**config.mk**
```make
export PLATFORM = sky130hd
export DESIGN_NAME = fifo36_framer
export DESIGN_NICKNAME = d
export VERILOG_FILES = /design/src/rtl/fifo36_framer.sv
export SDC_FILE = /design/constraint.sdc
export NUM_CORES = 1
export LEC_CHECK = 0
export CORE_UTILIZATION = 48
export DETAILED_ROUTE_END_ITERATION = 6
export PLACE_DENSITY = 0.78
export RECOVER_POWER = 100
export SLEW_MARGIN = 20
export SYNTH_ARGS = -nofsm -noshare
export SYNTH_HDL_FRONTEND = slang
export SYNTH_SLANG_ARGS = --single-unit
```
**constraint.sdc**
```tcl
create_clock -name clk -period 3.5 [get_ports clk]
set_input_delay 1.05 -clock clk [delete_from_list [all_inputs] [get_ports clk]]
set_output_delay 1.05 -clock clk [all_outputs]
set_load 0.005 [all_outputs]
```
**src/rtl/fifo36_framer.sv**
```systemverilog
// Frames an unframed 32-bit word stream into fifo36 packets of programmable length.
// Optional FRAMER_SEQNUM_EN prefixes each packet with a {16'h0, seqnum} header line.
module fifo36_framer #(
  parameter int MAX_LEN_W = 16
) (
  input  logic                 clk,
  input  logic                 reset,
  input  logic                 clear,
  input  logic [MAX_LEN_W-1:0] frame_len,
  input  logic [31:0]          data_i,
  input  logic                 eof_i,
  input  logic                 src_rdy_i,
  output logic                 dst_rdy_o,
  output logic [35:0]          data_o,
  output logic                 src_rdy_o,
  input  logic                 dst_rdy_i,
  output logic [15:0]          pkt_count
);

`ifdef FRAMER_SEQNUM_EN
  typedef enum logic [1:0] {S_IDLE, S_BODY, S_HDR} state_t;
`else
  typedef enum logic [1:0] {S_IDLE, S_BODY} state_t;
`endif

  state_t               state_q, state_d;
  logic [MAX_LEN_W-1:0] len_q, len_d;
  logic [MAX_LEN_W-1:0] cnt_q, cnt_d;
  logic                 valid_q, valid_d;
  logic [35:0]          data_q, data_d;
  logic [15:0]          pkt_count_q, pkt_count_d;
`ifdef FRAMER_SEQNUM_EN
  logic [15:0]          seqnum_q, seqnum_d;
  logic                 hdr_sent_q, hdr_sent_d;
`endif

  logic                 space, in_open, acc, first, last, line_eof, line_sof;
  logic [MAX_LEN_W-1:0] len_new, len_m1;

  always_comb begin
    space    = ~valid_q | dst_rdy_i;
`ifdef FRAMER_SEQNUM_EN
    // Payload is only taken once this packet's header has been loaded.
    in_open  = (state_q == S_BODY) | ((state_q == S_IDLE) & hdr_sent_q);
    line_sof = 1'b0;
`else
    in_open  = 1'b1;
    line_sof = (state_q == S_IDLE);
`endif
    dst_rdy_o = space & in_open;
    acc       = src_rdy_i & dst_rdy_o;
    len_new   = (frame_len == '0) ? MAX_LEN_W'(1) : frame_len;
    len_m1    = len_q - MAX_LEN_W'(1);
    first     = (state_q == S_IDLE);
    last      = first ? (len_new == MAX_LEN_W'(1)) : (cnt_q == len_m1);
    line_eof  = eof_i | last;

    state_d     = state_q;
    len_d       = len_q;
    cnt_d       = cnt_q;
    valid_d     = valid_q;
    data_d      = data_q;
    pkt_count_d = pkt_count_q;
`ifdef FRAMER_SEQNUM_EN
    seqnum_d    = seqnum_q;
    hdr_sent_d  = hdr_sent_q;
`endif

    if (space) begin
      valid_d = acc;
      if (acc) data_d = {2'b00, line_eof, line_sof, data_i};
    end

    case (state_q)
      S_IDLE: begin
`ifdef FRAMER_SEQNUM_EN
        if (!hdr_sent_q && src_rdy_i) state_d = S_HDR;
`endif
        if (acc) begin
          len_d = len_new;
          cnt_d = MAX_LEN_W'(1);
          if (line_eof) begin
            pkt_count_d = pkt_count_q + 16'd1;
`ifdef FRAMER_SEQNUM_EN
            hdr_sent_d  = 1'b0;
`endif
          end else begin
            state_d = S_BODY;
          end
        end
      end
      S_BODY: begin
        if (acc) begin
          cnt_d = cnt_q + MAX_LEN_W'(1);
          if (line_eof) begin
            state_d     = S_IDLE;
            pkt_count_d = pkt_count_q + 16'd1;
`ifdef FRAMER_SEQNUM_EN
            hdr_sent_d  = 1'b0;
`endif
          end
        end
      end
`ifdef FRAMER_SEQNUM_EN
      S_HDR: begin
        if (space) begin
          valid_d    = 1'b1;
          data_d     = {2'b00, 1'b0, 1'b1, 16'h0, seqnum_q};
          seqnum_d   = seqnum_q + 16'd1;
          hdr_sent_d = 1'b1;
          state_d    = S_IDLE;
        end
      end
`endif
      default: state_d = S_IDLE;
    endcase
  end

  always_ff @(posedge clk) begin
    if (reset || clear) begin
      state_q     <= S_IDLE;
      len_q       <= '0;
      cnt_q       <= '0;
      valid_q     <= 1'b0;
      data_q      <= '0;
      pkt_count_q <= '0;
`ifdef FRAMER_SEQNUM_EN
      seqnum_q    <= '0;
      hdr_sent_q  <= 1'b0;
`endif
    end else begin
      state_q     <= state_d;
      len_q       <= len_d;
      cnt_q       <= cnt_d;
      valid_q     <= valid_d;
      data_q      <= data_d;
      pkt_count_q <= pkt_count_d;
`ifdef FRAMER_SEQNUM_EN
      seqnum_q    <= seqnum_d;
      hdr_sent_q  <= hdr_sent_d;
`endif
    end
  end

  assign data_o    = data_q;
  assign src_rdy_o = valid_q;
  assign pkt_count = pkt_count_q;

endmodule

```
==> out/summary.txt, run 1 <==
Critical path class - in -> out
Slew @ Worst Pin - 1.26 ns
Xor and xnor area share after synthesis - 0.0594
Initial antenna violation count - 0
Die Y-Extent - 91.4 um
Syn. warnings - 0
Cts hold-fix bufs - 0
Die area - 8350 um^2
Largest family of logic cells by synthesized area - simple AND/OR/NAND/NOR gates
Multiplexer share of the synthesized area - 0.00261
First-pass GRT wire length - 16.4 mm
Max Cap Viol - 0
Largest area contributor in the netlist - dfxtp_1
Synth async-reset ratio - 0
Final core utilization - 0.663
Worst Setup End Kind - primary output
EDFF count, synth - 0
Slew Viols, Final - 0
Hold WS - 0.453 ns
Vias in the first global route - 3531
Core area - 7730 um^2
Clock skew - 0.0108 ns
Cts repair resizes - 0
Iteration-0 DRC Markers - 183
Final Hold Fails - 0
Compound-gate portion of the synthesized area - 0.196
Outcome - finished, final reports clean
Critical Path RT - 2.45 ns
Diodes inserted - 0
Largest net degree at the start of global routing - 52
Seq/Total Area, Yosys - 0.438
Maximum clock frequency - 303 MHz
Final wirelength - 9.74 mm
Mapped Cells - 477
Slew headroom - 0.152
First-pass DRT Iterations - 4
Cell area after synthesis - 3830 um^2
RSZ-0062 raised after global routing - false
Starting density of the core - 0.496
Adder-Cell Fraction of Synth Area - 0.00979
Area delta synth->final - 33.6%
Worst IR Drop VDD - 0.244 mV
Worst setup SP type - input port
Pwr Density - 389 nW/um^2
Nets - 625
Layout fillers - 653
Critical Path Fanout Max - 4
Primary FF master, synth - dfxtp_1
Detailed-route via count - 3727
WL/cell - 14.4 um
Post-route minimum period - 3.30 ns
Number of distinct library cells after synthesis - 49
Leakage power - 1.95 nW
Dpl hpwl - 7.08 mm
Worst Hold Path Cells - 2
Htree depth - 3
Worst-path clk slew - 0.08 ns
Post-route DRC - 0
GR Util All Layers - 0.242
Maximum clock path buffer count - 2
IO Count - 108
Global route overflow - 0
Yosys reg bits - 84
Antenna Nets Post-Route - 0
Hold/Removal Path Class - reg -> reg
Clock Latency Late Sink - 0.35 ns
Hold path startpoint - data_o[27]$_SDFFE_PP0P_
Reg-to-reg slack, setup - 0.29 ns
Final setup fails - 0
FF-to-FF End - pkt_count[4]$_SDFFE_PP0P_
CTS Buf Count - 9
Post-synthesis simple-gate area fraction - 0.243
Vias/cell - 5.52
Root Driver - clkbuf_8
# clock sinks - 84
Post-CTS setup buffers - 0
Routability cong. - 0.909
Hold Path Sink - data_o[27]$_SDFFE_PP0P_
Row count - 32
Crit share post-route - 0.944
Setup_tns - 0 ns
Post-Syn Area per Cell - 8.04 um^2
R2R cell count - 11
CTS tree - yes
Share of cells above drive strength 1 - 0.0419
Largest cells by area after synthesis - dfxtp_1 (44%), nand2_1 (8.2%), a21oi_1 (7.6%)
PortBufs - 105
Critical Path AT - 2.25 ns
Area share of the largest cell type after synthesis - 0.438
Reg2Reg Launch Point - len_q[0]$_SDFFE_PP0P_
Chip width - 91.4 um
-- state kept, by name, summed over array words and instances (netlist names) --
| name | count |
|---|---|
| pkt_count | 16 |
| src_rdy_o | 1 |
| cnt_q | 16 |
| data_o | 34 |
| len_q | 16 |
| state_q | 1 |
-- where the power goes --
part,internal (mW),switching [mW],leakage [nW],total (mW)
registers,0.976,0.0197,0.681,0.996
clock network,0.407,0.346,0.104,0.753
logic,0.125,0.117,1.16,0.242
-- metrics by stage --
step | instance area (um^2) | power, mW | instances | worst slack [ns]
2_1_floorplan | 3840 | 1.14 | 478 | 0.744
3_3_place_gp | 4910 | 1.26 | 659 | 0.270
3_5_place_dp | 4920 | 1.27 | 659 | 0.204
4_1_cts | 5130 | 2.02 | 675 | 0.274
5_1_grt | 5120 | 2.07 | 675 | 0.0772
6_report | 5120 | 1.99 | 675 | 0.196
-- logic make-up after synthesis --
logic type	Yosys count
simple gates	195
compound gates	124
flops	84
buf+inv	43
xor+xnor	26
fa+ha+maj	3
other cells	1
mux	1
-- per-layer routing --
| layer | global-route usage | part of all wire |
|---|---|---|
| met1 | 0.306 | 0.44 |
| met2 | 0.382 | 0.45 |
| met3 | 0.0796 | 0.093 |
| met4 | 0.0913 | 0.020 |
| met5 | 0 | 0 |
-- area by class of cell --
type,count,area (um^2),area share
multi-input combinational,351,1970,0.384
sequential,84,1680,0.328
timing repair buffer,111,1090,0.213
clock buffer,11,131,0.0256
tap,102,128,0.0249
clock inverter,5,85.1,0.0166
inverter,11,41.3,0.00806
-- synth_stat cells (all sizes together), types with 12 or more instances --
| library cell | number |
|---|---|
| nand2 | 84 |
| a22o | 12 |
| a21oi | 58 |
| dfxtp | 84 |
| or3 | 19 |
| clkbuf | 21 |
| o21ai | 31 |
| xnor2 | 15 |
| nor3 | 14 |
| nand3 | 19 |
| nor2 | 24 |
-- worst max-delay path by stage --
stage | startpoint | to | depth (start not counted)
2_1_floorplan | dst_rdy_i | pkt_count[15]$_SDFFE_PP0P_ | 9
3_3_place_gp | dst_rdy_i | dst_rdy_o | 3
3_5_place_dp | dst_rdy_i | pkt_count[10]$_SDFFE_PP0P_ | 10
4_1_cts | dst_rdy_i | dst_rdy_o | 3
5_1_grt | len_q[0]$_SDFFE_PP0P_ | pkt_count[5]$_SDFFE_PP0P_ | 11
6_report | dst_rdy_i | dst_rdy_o | 3
-- critical path, cell delays in order --
cell and delay (ns):
dlygate4sd3_1 0.51, nand2b_1 0.16, clkdlybuf4s50_1 0.53
-- placed cells by master, fill, tap and decap left out, drive strengths merged, types with 2 or more instances in the layout --
cell	count
buf	4
dfxtp	84
a2111oi	2
a21oi	58
nand3	19
a22o	12
xnor2	15
nand2b	2
or3	19
o31ai	4
or4	5
bufinv	2
nor3	14
clkbuf	13
conb	2
nand4	8
clkdlybuf4s50	52
nand2	84
o211a	2
nor4	5
or2	2
a211oi	3
a31oi	2
xor2	11
ha	3
o21ai	31
nor2	24
and4	3
and3	7
inv	12
dlygate4sd3	53
Power figures use the tool's default switching activity.
==> inputs of run 2 (changes only) <==
- CORE_UTILIZATION: 48 -> 30
- PLACE_DENSITY: 0.78 -> 0.52
==> out/summary.txt, run 2 (synthesized netlist as in run 1, its figures left out) <==
Hold/Removal Path Class - reg -> reg
Worst Hold Path Cells - 2 (unchanged)
Most frequent CP cell - clkdlybuf4s50_1
Critical Path RT - 2.45 ns (about the same)
Critical Path Fanout Max - 3 (-1)
DP Cell Count - 733 (+11%)
Worst setup SP type - input port
DR WL met3 - 993 um (+9.5%)
Crit share post-route - 0.944 (about the same)
Vias in the first global route - 3601 (+2.0%)
IO Count - 108 (unchanged)
Die Y-Extent - 115 um (+26%)
FF/Latch Area - 1680 um^2 (unchanged)
CTS tree - yes
Worst-path clk slew - 0.06 ns (-0.02 ns)
WL met1 - 4.77 mm (+11%)
Final core utilization - 0.437 (-0.226)
Clock Latency Late Sink - 0.34 ns (about the same)
Placed cell areas - 5050 um^2 (+2.8%)
Die area - 13200 um^2 (+59%)
Slew headroom - 0.271 (+0.119)
Nets - 633 (+1.3%)
Dpl hpwl - 7.83 mm (+11%)
WL/cell - 14.7 um (+1.9%)
Post-CTS setup buffers - 0 (unchanged)
GR Util All Layers - 0.174 (-0.0680)
Final wirelength - 11.0 mm (+13%)
Final Hold Fails - 0 (unchanged)
Post-route DRC - 0 (unchanged)
Multi-input logic area - 1960 um^2 (-0.19%)
Global route overflow - 0 (unchanged)
Slew @ Worst Pin - 1.09 ns (-0.170 ns)
Area delta synth->final - 39.1%
Slowest library cell on the worst path - clkdlybuf4s50_1
Worst IR Drop VDD - 0.265 mV (+8.4%)
Clock skew - 0.00454 ns (-0.00629 ns)
Outcome - finished, final reports clean
First-pass GRT wire length - 17.8 mm (+8.7%)
Critical path class - in -> out
Leakage power - 2.01 nW (+3.3%)
Max Used Layer - met4
Largest net degree at the start of global routing - 52 (unchanged)
Design area - 5330 um^2 (+4.1%)
Final std cells w/o fill - 748 (+11%)
Max reg flops - 34 (unchanged)
Starting density of the core - 0.314 (-0.182)
Hold WS - 0.448 ns (-0.00508 ns)
# clock sinks - 84 (unchanged)
R2R cell count - 11 (unchanged)
Htree depth - 3 (unchanged)
Chip width - 115 um (+26%)
Maximum clock path buffer count - 2 (unchanged)
Post-layout power - 2.26 mW (+13%)
Iteration-0 DRC Markers - 134 (-27%)
Max Cap Viol - 0 (unchanged)
Vias/cell - 4.99 (-9.6%)
Layout fillers - 1277 (+96%)
Initial antenna violation count - 0 (unchanged)
Diodes inserted - 0 (unchanged)
PortBufs - 105 (unchanged)
Worst Setup End Kind - primary output
Maximum clock frequency - 303 MHz (about the same)
Setup WS pre-CTS - 0.0837 ns (-0.120 ns)
Row count - 40 (+25%)
Pwr Density - 423 nW/um^2 (+8.9%)
RSZ-0062 raised after global routing - false
Setup_tns - 0 ns (unchanged)
Cts repair resizes - 0 (unchanged)
Share of cells above drive strength 1 - 0.0431 (+0.00122)
CTS Buf Count - 9 (unchanged)
Met2 WL - 5.01 mm (+15%)
Slew Viols, Final - 0 (unchanged)
CP peak stage delay - 0.52 ns (about the same)
Post-route minimum period - 3.30 ns (-0.000564 ns)
Post-route setup slack - 0.196 ns (+0.000564 ns)
Detailed-route via count - 3733 (+0.16%)
Cells along the critical path - clkdlybuf4s50_1 -> nand2b_1 -> clkbuf_1 -> clkdlybuf4s50_1
Cts hold-fix bufs - 0 (unchanged)
Root Driver - clkbuf_16
Most frequent cells in the layout - nand2_1 (84), dfxtp_1 (84), a21oi_1 (58), clkdlybuf4s50_1 (53), dlygate4sd3_1 (52)
Antenna Nets Post-Route - 0 (unchanged)
Routability cong. - 0.816 (-10%)
First-pass DRT Iterations - 4 (unchanged)
Core area - 12200 um^2 (+58%)
Final setup fails - 0 (unchanged)
Critical Path AT - 2.25 ns (about the same)
## run 2: final cells by class
type,instances,share of cell area
inverter,11,0.00774
tap,168,0.0394
multi-input combinational,351,0.368
clock inverter,4,0.0138
clock buffer,11,0.0436
timing repair buffer,119,0.212
sequential,84,0.315
## run 2: worst max-delay path, delay by kind of cell
family | cells | cell delay [ns]
buffers and inverters | 3 | 1.10
and+or+nand+nor | 1 | 0.10
## run 2: layer usage
metal  global-route usage  vias up
met5                    0        -
met4               0.0632        0
met3               0.0854       18
met2                0.269      105
met1                0.209     1732
li1                     -     1878
## run 2: where the power goes
part | leakage [nW] | internal (mW) | switching (mW) | total, mW
sequential | 0.681 | 0.977 | 0.0192 | 0.997
clock | 0.150 | 0.623 | 0.392 | 1.01
combinational | 1.18 | 0.125 | 0.120 | 0.246
## run 2: path summary, 6_finish.rpt
path / slack (ns) / from / to
hold reg to reg: 0.45 / data_o[5]$_SDFFE_PP0P_ / data_o[5]$_SDFFE_PP0P_
setup / recovery: 0.20 / dst_rdy_i / dst_rdy_o
hold / removal: 0.45 / data_o[5]$_SDFFE_PP0P_ / data_o[5]$_SDFFE_PP0P_
setup reg to reg: 0.40 / len_q[0]$_SDFFE_PP0P_ / pkt_count[5]$_SDFFE_PP0P_
==> inputs of run 3 (changes only) <==
- PLACE_DENSITY: 0.52 -> 0.66
==> out/summary.txt, run 3 (synthesized netlist as in run 1, its figures left out) <==
Outcome - finished, final reports clean
# clock sinks - 84 (unchanged)
Root Driver - clkbuf_16
Worst Setup End Kind - primary output
Chip width - 115 um (unchanged)
Vias/cell - 5.03 (+0.78%)
Slew @ Worst Pin - 1.05 ns (-0.0478 ns)
Worst setup SP type - input port
Clock Latency Late Sink - 0.34 ns (about the same)
Critical Path AT - 2.34 ns (+0.09 ns)
GR Util All Layers - 0.171 (-0.00305)
Die area - 13200 um^2 (unchanged)
Cts repair resizes - 0 (unchanged)
Clock skew - 0.0103 ns (+0.00577 ns)
Antenna Nets Post-Route - 0 (unchanged)
Multi-input logic area - 1970 um^2 (+0.19%)
Max Cap Viol - 0 (unchanged)
Pwr Density - 411 nW/um^2 (-2.9%)
Diodes inserted - 0 (unchanged)
Design area - 5290 um^2 (-0.89%)
Detailed-route via count - 3732 (-0.027%)
Maximum clock frequency - 295 MHz (-2.6%)
Largest net degree at the start of global routing - 52 (unchanged)
Nets - 626 (-1.1%)
Maximum clock path buffer count - 2 (unchanged)
Reg-to-reg slack, setup - 0.22 ns (-0.18 ns)
Critical Path Fanout Max - 3 (unchanged)
FF/Latch Area - 1680 um^2 (unchanged)
Post-route DRC - 0 (unchanged)
Initial antenna violation count - 0 (unchanged)
Max reg flops - 34 (unchanged)
Area delta synth->final - 37.8%
Placed cell areas - 5000 um^2 (-1.0%)
Vias in the first global route - 3594 (-0.19%)
Share of cells above drive strength 1 - 0.0436 (+0.000451)
PortBufs - 105 (unchanged)
Slew headroom - 0.302 (+0.0319)
First-pass GRT wire length - 17.6 mm (-1.1%)
Worst IR Drop VDD - 0.297 mV (+12%)
Final wirelength - 10.7 mm (-2.7%)
Hold/Removal Path Class - reg -> reg
RSZ-0062 raised after global routing - false
WL/cell - 14.4 um (-1.9%)
Final core utilization - 0.433 (-0.00389)
Global route overflow - 0 (unchanged)
Leakage power - 1.99 nW (-1.3%)
CTS tree - yes
Critical Path RT - 2.45 ns (about the same)
Post-CTS setup buffers - 0 (unchanged)
Layout fillers - 1231 (-3.6%)
Dpl hpwl - 7.80 mm (-0.46%)
Final std cells w/o fill - 742 (-0.80%)
Core area - 12200 um^2 (unchanged)
DP Cell Count - 726 (-0.95%)
Slew Viols, Final - 0 (unchanged)
Final setup fails - 0 (unchanged)
Iteration-0 DRC Markers - 194 (+45%)
Most frequent cells in the layout - nand2_1 (84), dfxtp_1 (84), a21oi_1 (58), dlygate4sd3_1 (53), clkdlybuf4s50_1 (52)
Worst-path clk slew - 0.06 ns (about the same)
Critical path class - in -> out
Post-route minimum period - 3.39 ns (+0.0882 ns)
Htree depth - 3 (unchanged)
Routability cong. - 0.896 (+9.8%)
Crit share post-route - 0.969 (+0.0252)
Starting density of the core - 0.314 (unchanged)
Hold WS - 0.449 ns (+0.000704 ns)
Cts hold-fix bufs - 0 (unchanged)
Final Hold Fails - 0 (unchanged)
Row count - 40 (unchanged)
CTS Buf Count - 9 (unchanged)
IO Count - 108 (unchanged)
Setup_tns - 0 ns (unchanged)
Die Y-Extent - 115 um (unchanged)
First-pass DRT Iterations - 4 (unchanged)
## run 3: path summary, 6_finish.rpt
kind | start | endpoint | cells after the start
setup / recovery | dst_rdy_i | dst_rdy_o | 4
hold / removal | data_o[16]$_SDFFE_PP0P_ | data_o[16]$_SDFFE_PP0P_ | 2
setup reg to reg | len_q[0]$_SDFFE_PP0P_ | pkt_count[11]$_SDFFE_PP0P_ | 11
hold reg to reg | data_o[16]$_SDFFE_PP0P_ | data_o[16]$_SDFFE_PP0P_ | 2
## run 3: layout make-up
cell class / count / share of cell area
timing repair buffer: 112 / 0.206
clock buffer: 12 / 0.0504
inverter: 11 / 0.00781
sequential: 84 / 0.318
clock inverter: 4 / 0.00568
tap: 168 / 0.0398
multi-input combinational: 351 / 0.372
## run 3: worst max-delay path, stage by stage
cell	delay (ns)
dlygate4sd3_1	0.52
nand2b_1	0.11
clkbuf_1	0.14
clkdlybuf4s50_1	0.52
## run 3: metal layers
metal	vias up	global-route usage	wire, um
li1	1857	-	-
met3	12	0.0775	1140
met4	0	0.0684	177
met5	-	0	0
met2	128	0.259	4620
met1	1735	0.212	4780
## run 3: through the flow
stage                     setup slack (ns)  power, mW
after floorplan                      0.744       1.14
after global placement               0.192       1.26
after detailed placement            0.0984       1.27
after CTS                            0.223       2.21
after global routing                0.0315       2.27
final                                0.108       2.17
## run 3: where the power goes
group | internal (mW) | switching, mW | total, mW
clock network | 0.541 | 0.392 | 0.933
registers | 0.977 | 0.0204 | 0.998
logic | 0.124 | 0.118 | 0.242
